**config.mk**
```make
export PLATFORM = sky130hd
export DESIGN_NAME = ex_mem_wb_backend
export DESIGN_NICKNAME = d
export VERILOG_FILES = /design/src/rtl/ex_mem_wb_backend.sv
export SDC_FILE = /design/constraint.sdc
export NUM_CORES = 2
export LEC_CHECK = 0
export ABC_AREA = 1
export CAP_MARGIN = 20
export CELL_PAD_IN_SITES_DETAIL_PLACEMENT = 1
export CELL_PAD_IN_SITES_GLOBAL_PLACEMENT = 1
export CORE_UTILIZATION = 30
export CTS_CLUSTER_DIAMETER = 150
export DETAILED_ROUTE_END_ITERATION = 6
export MAX_ROUTING_LAYER = met4
export PLACE_DENSITY_LB_ADDON = 0.05
export SLEW_MARGIN = 10
export SYNTH_ARGS = -nofsm -noshare
export SYNTH_HDL_FRONTEND = slang
export SYNTH_SLANG_ARGS = --single-unit
```
**constraint.sdc**
```tcl
create_clock -name clk -period 5.4 [get_ports clk]
set_clock_uncertainty 0.1 [all_clocks]
set_input_delay 0.54 -clock clk [delete_from_list [all_inputs] [get_ports clk]]
set_output_delay 0.54 -clock clk [all_outputs]
set_load 0.05 [all_outputs]
```
**src/rtl/ex_mem_wb_backend.sv**
```systemverilog
// ex_mem_wb_backend
//   Back half of the 16-bit five-stage MIPS pipeline. It holds the EX ALU, the
//   EX/MEM register, the data memory, the MEM/WB register and the writeback mux.
//   It consumes the ID/EX register outputs and returns branch resolution to
//   fetch and the register-file write port to decode.
// Ports
//   clk, rst               rising-edge clock, synchronous active-high reset
//   in_PC_plus_two         PC+2 of the instruction in EX
//   in_Read_data_1/2       rs operand, rt operand (also the store data)
//   in_immediate           sign-extended immediate; [2:0] is the R-type funct
//   in_ALU_Src, in_ALUOp   ALU B select and operation class
//   in_RegDest, in_rt/rd   destination select and register specifiers
//   in_MemRead .. in_RegWrite  control bits from ID/EX
//   PC_Src, branch_target  taken branch and its target (to fetch)
//   flush                  same as PC_Src; upstream squashes IF/ID and ID/EX
//   RegWrite_out, write_register, write_Data  register-file write port
module ex_mem_wb_backend #(
   parameter int DMEM_DEPTH = 256,
   parameter int DMEM_AW    = 8
) (
   input  logic        clk,
   input  logic        rst,
   input  logic [15:0] in_PC_plus_two,
   input  logic [15:0] in_Read_data_1,
   input  logic [15:0] in_Read_data_2,
   input  logic [15:0] in_immediate,
   input  logic        in_ALU_Src,
   input  logic [1:0]  in_ALUOp,
   input  logic        in_RegDest,
   input  logic [2:0]  in_rt,
   input  logic [2:0]  in_rd,
   input  logic        in_MemRead,
   input  logic        in_MemWrite,
   input  logic        in_Branch,
   input  logic        in_MemtoReg,
   input  logic        in_RegWrite,
   output logic        PC_Src,
   output logic [15:0] branch_target,
   output logic        flush,
   output logic        RegWrite_out,
   output logic [2:0]  write_register,
   output logic [15:0] write_Data
);

   // EX stage
   logic [15:0] alu_b;
   logic [15:0] alu_result;
   logic [15:0] target;
   logic [2:0]  dest;
   logic        zero_e;

   always_comb begin
      alu_b      = in_ALU_Src ? in_immediate : in_Read_data_2;
      alu_result = in_Read_data_1 + alu_b;
      case (in_ALUOp)
         2'b01: alu_result = in_Read_data_1 - alu_b;
         2'b10: begin
            case (in_immediate[2:0])
               3'b001:  alu_result = in_Read_data_1 - alu_b;
               3'b010:  alu_result = in_Read_data_1 & alu_b;
               3'b011:  alu_result = in_Read_data_1 | alu_b;
               3'b100:  alu_result = {15'd0, ($signed(in_Read_data_1) < $signed(alu_b))};
               default: alu_result = in_Read_data_1 + alu_b;
            endcase
         end
         default: alu_result = in_Read_data_1 + alu_b;
      endcase
   end

   assign zero_e = (alu_result == '0);
   assign target = in_PC_plus_two + {in_immediate[14:0], 1'b0};
   assign dest   = in_RegDest ? in_rd : in_rt;

   // EX/MEM register
   logic [15:0] alu_m;
   logic [15:0] store_m;
   logic [15:0] target_m;
   logic [2:0]  dest_m;
   logic        zero_m;
   logic        MemRead_m;
   logic        MemWrite_m;
   logic        Branch_m;
   logic        MemtoReg_m;
   logic        RegWrite_m;
   logic        pc_src;

   assign pc_src = Branch_m & zero_m;

   // While a taken branch sits in MEM, the instruction in EX is on the wrong
   // path: it still flows down but with every side-effecting control cleared.
   always_ff @(posedge clk) begin
      if (rst) begin
         alu_m      <= '0;
         store_m    <= '0;
         target_m   <= '0;
         dest_m     <= '0;
         zero_m     <= 1'b0;
         MemRead_m  <= 1'b0;
         MemWrite_m <= 1'b0;
         Branch_m   <= 1'b0;
         MemtoReg_m <= 1'b0;
         RegWrite_m <= 1'b0;
      end else begin
         alu_m      <= alu_result;
         store_m    <= in_Read_data_2;
         target_m   <= target;
         dest_m     <= dest;
         zero_m     <= zero_e;
         MemtoReg_m <= in_MemtoReg;
         MemRead_m  <= in_MemRead  & ~pc_src;
         MemWrite_m <= in_MemWrite & ~pc_src;
         Branch_m   <= in_Branch   & ~pc_src;
         RegWrite_m <= in_RegWrite & ~pc_src;
      end
   end

   // MEM stage: byte address -> word index, upper address bits wrap.
   logic [15:0]        mem [DMEM_DEPTH] = '{default: '0};
   logic [DMEM_AW-1:0] mem_idx;
   logic [15:0]        load_data;

   assign mem_idx   = alu_m[DMEM_AW:1];
   assign load_data = MemRead_m ? mem[mem_idx] : '0;

   always_ff @(posedge clk) begin
      if (!rst && MemWrite_m) begin
         mem[mem_idx] <= store_m;
      end
   end

   // MEM/WB register
   logic [15:0] load_w;
   logic [15:0] alu_w;
   logic [2:0]  dest_w;
   logic        MemtoReg_w;
   logic        RegWrite_w;

   always_ff @(posedge clk) begin
      if (rst) begin
         load_w     <= '0;
         alu_w      <= '0;
         dest_w     <= '0;
         MemtoReg_w <= 1'b0;
         RegWrite_w <= 1'b0;
      end else begin
         load_w     <= load_data;
         alu_w      <= alu_m;
         dest_w     <= dest_m;
         MemtoReg_w <= MemtoReg_m;
         RegWrite_w <= RegWrite_m;
      end
   end

   // Outputs
   assign PC_Src         = pc_src;
   assign flush          = pc_src;
   assign branch_target  = target_m;
   assign RegWrite_out   = RegWrite_w;
   assign write_register = dest_w;
   assign write_Data     = MemtoReg_w ? load_w : alu_w;

endmodule

```
==> results.cfg <==
[timing]
finalHoldViolations = 0
drv_slew = 54
worstMarginPinSlew_ns = 1.53
grt_setup_unrepaired = no
setup_tns_ns = 0
setup_viol = 0
clock.fmax_mhz = 206
slew_headroom = -0.0213
finalCritPeriodShare = 0.899
period_needed_ns = 4.85

[placed_design]
hpwlAfterDp_mm = 373
dpl_cell_area_mm2 = 0.174
gp_congestion = 0.802
port_buffers = 118

[synthesis]
synth_async_sr_flop_share = 0
ys_warn_count = 0
ys_top_cells_by_count = edfxtp_1 (4096), a22oi_1 (2048), nand2_1 (1704)
synth_top_flop_cell = edfxtp_1
syn_avg_cell_area_um2 = 15.0
synth_edf_count = 4096
synth_cells = 10683
ys_ff_latch = 4190
synth_most_common_cell = edfxtp_1
yosysTopAreaCellShare = 0.769
syn-cell-area_mm2 = 0.160
ys_seq_area_frac = 0.780
synth_area_leaders = edfxtp_1 (77%), a22oi_1 (9.6%), nand2_1 (4.0%)
syn_nets = 10832
yosysTopAreaCell = edfxtp_1
synth.distinct_cells = 40

[cts]
clockBufferDepth = 4
cts_root_buf = clkbuf_16
cts.sink_count = 4190
clk_pin_slew_ns = 0.06
cts.repair.resized = 0
cts_setup_buffers = 0
insertion_delay_ns = 1.07
cts_hold_buf = 21
htreeDepth = 5
tritoncts = yes
cts_made_buffers = 473

[status]
status = finished with violations
violations = slew limit

[critical_path]
r2r_setup_slack_ns = 0.55
cp.required_ns = 6.21
endpoint_kind = flip-flop
crit_chain = nand2_1, inv_8, buf_12, buf_4, a22oi_1, a21oi_1, or2_2, o21ai_0, buf_4, nand2_1, nor2_1, nand3_1, nor2_1, nor2_1
rr_startpoint = alu_m[2]
cp_max_fo = 45
reg2reg_depth = 14
start_kind = flip-flop
arrival_ns = 5.66
cp_common_cell = nor2_1
critPathMaxStageDelay_ns = 0.57
reg2reg_to = load_w[4]
cp_slowest_cell = nor2_1
critPathKind = reg2reg

[floorplan]
rows = 267
die_h_um = 732
fp.dieW_um = 732
initial_core_util = 0.302
coreArea_mm2 = 0.530
io_pins = 119
die-area_mm2 = 0.536

[routing]
dr.pass1.iters = 5
vias_per_cell = 5.23
vias = 98018
first_iter_violations = 9137
ant_nets = 0
drc_errors = 0
totalWireLength_mm = 623
wl_per_cell_um = 33.3

[hold_path]
hold_class = in2reg
min_from = in_Read_data_2[1]
worst_hold_path.num_cells = 3
hold_path_end = store_m[1]

[global_route]
grt_overflow_total = 0
grt_start_max_net_pins = 180
grtUsageTotal = 0.232
grt_pass1_vias = 101395
antenna_found_initial = 60
grt_first_pass_wirelength_mm = 853

[power_and_ir_drop]
leakage_nw = 60.9
p_per_area_mw_per_mm2 = 409
ir_drop_mv = 0.275

[layout]
fin_nets = 11452
drive_gt1_frac = 0.143
design_area_mm2 = 0.189
area_growth_pct = 18.4
fillers = 53867

[flow_run]
max_cap_violations = 0
## critical path: cells and delay by family (launching register included)
kind | cells | cell delay, ns
buf+inv | 4 | 1.27
flops | 1 | 0.38
compound gates | 3 | 0.68
simple gates | 7 | 2.13
## cell families after synthesis
family	after synthesis	synth area share
buffers and inverters	898	0.0239
xor gates and xnor gates	4	0.000219
adders and majority gates	68	0.00546
AOI/OAI and AO/OA	2795	0.120
and+or+nand+nor	2712	0.0691
DFF	4190	0.780
muxes	16	0.00113
## layer usage
metal	GRT usage	share of wire	wire length, µm
met2	0.374	0.48	298000
met1	0.323	0.46	289000
met3	0.0236	0.040	25000
met5	-	0	0
met4	0.0387	0.017	10700
## worst max-delay path by stage
stage	from	to	slack, ns	depth (start not counted)
after floorplan	store_m[0]	mem[0][0]	1.07	0
after global routing	alu_m[2]	load_w[4]	0.50	14
after CTS	alu_m[2]	load_w[4]	0.55	14
after global placement	alu_m[1]	load_w[11]	0.22	16
final	alu_m[2]	load_w[4]	0.55	14
after detailed placement	in_ALU_Src	alu_m[8]	0.52	16
## layout by cell type, fill, tap and decap left out, drive strengths merged, types with 2 or more instances in the layout
master and count:
dlygate4sd3 21, o31ai 10, a21o 4, clkdlybuf4s50 117, mux2 16, ha 65
edfxtp 4096, o21bai 5, fa 3, a21oi 534, o21a 2, nor2 546
inv 250, diode 18, nand2 1704, a22oi 2048, nor3 60, a211oi 2
o21ai 184, buf 656, clkbuf 601, nand4 71, xor2 2, nand3 185
xnor2 2, clkinv 236, bufinv 35, nand3b 2, or2 142, clkinvlp 12
dfxtp 94
## registers in the layout (all words and copies together) (netlist names), 3 cells and up
signal / count
mem: 4096
alu_m: 16
alu_w: 16
branch_target: 16
load_w: 16
store_m: 16
dest_m: 3
write_register: 3
## metrics by stage
step                      total power, mW   util  worst slack (ns)  hold WS (ns)  cells
after global placement               46.4  0.328             0.221         0.293  17792
final                                77.4  0.358             0.547        0.0918  18725
after detailed placement             46.5  0.328             0.520         0.300  17799
after floorplan                      41.4      -              1.07         0.288  10683
after global routing                 79.9  0.357             0.505        0.0786  18709
after CTS                            78.4  0.357             0.546        0.0255  18705
## final cells by class
cell class / count / area [µm²] / share of cell area
Sequential cell: 4190 / 125000 / 0.659
Multi-Input combinational cell: 5595 / 31800 / 0.168
Clock buffer: 601 / 12500 / 0.0661
Tap cell: 6994 / 8750 / 0.0462
Timing Repair Buffer: 794 / 7770 / 0.0410
Clock inverter: 284 / 2620 / 0.0138
Inverter: 249 / 970 / 0.00512
Antenna cell: 18 / 45.0 / 0.000238
## power by group
part | leakage, nW | total [mW] | switching, mW | internal, mW
Combinational | 17.9 | 9.75 | 7.12 | 2.63
Sequential | 35.5 | 35.9 | 0.153 | 35.8
Clock | 7.39 | 31.7 | 13.7 | 18.1
Total | 60.9 | 77.4 | 21.0 | 56.5
No activity file was read; power rests on OpenSTA's default activity.
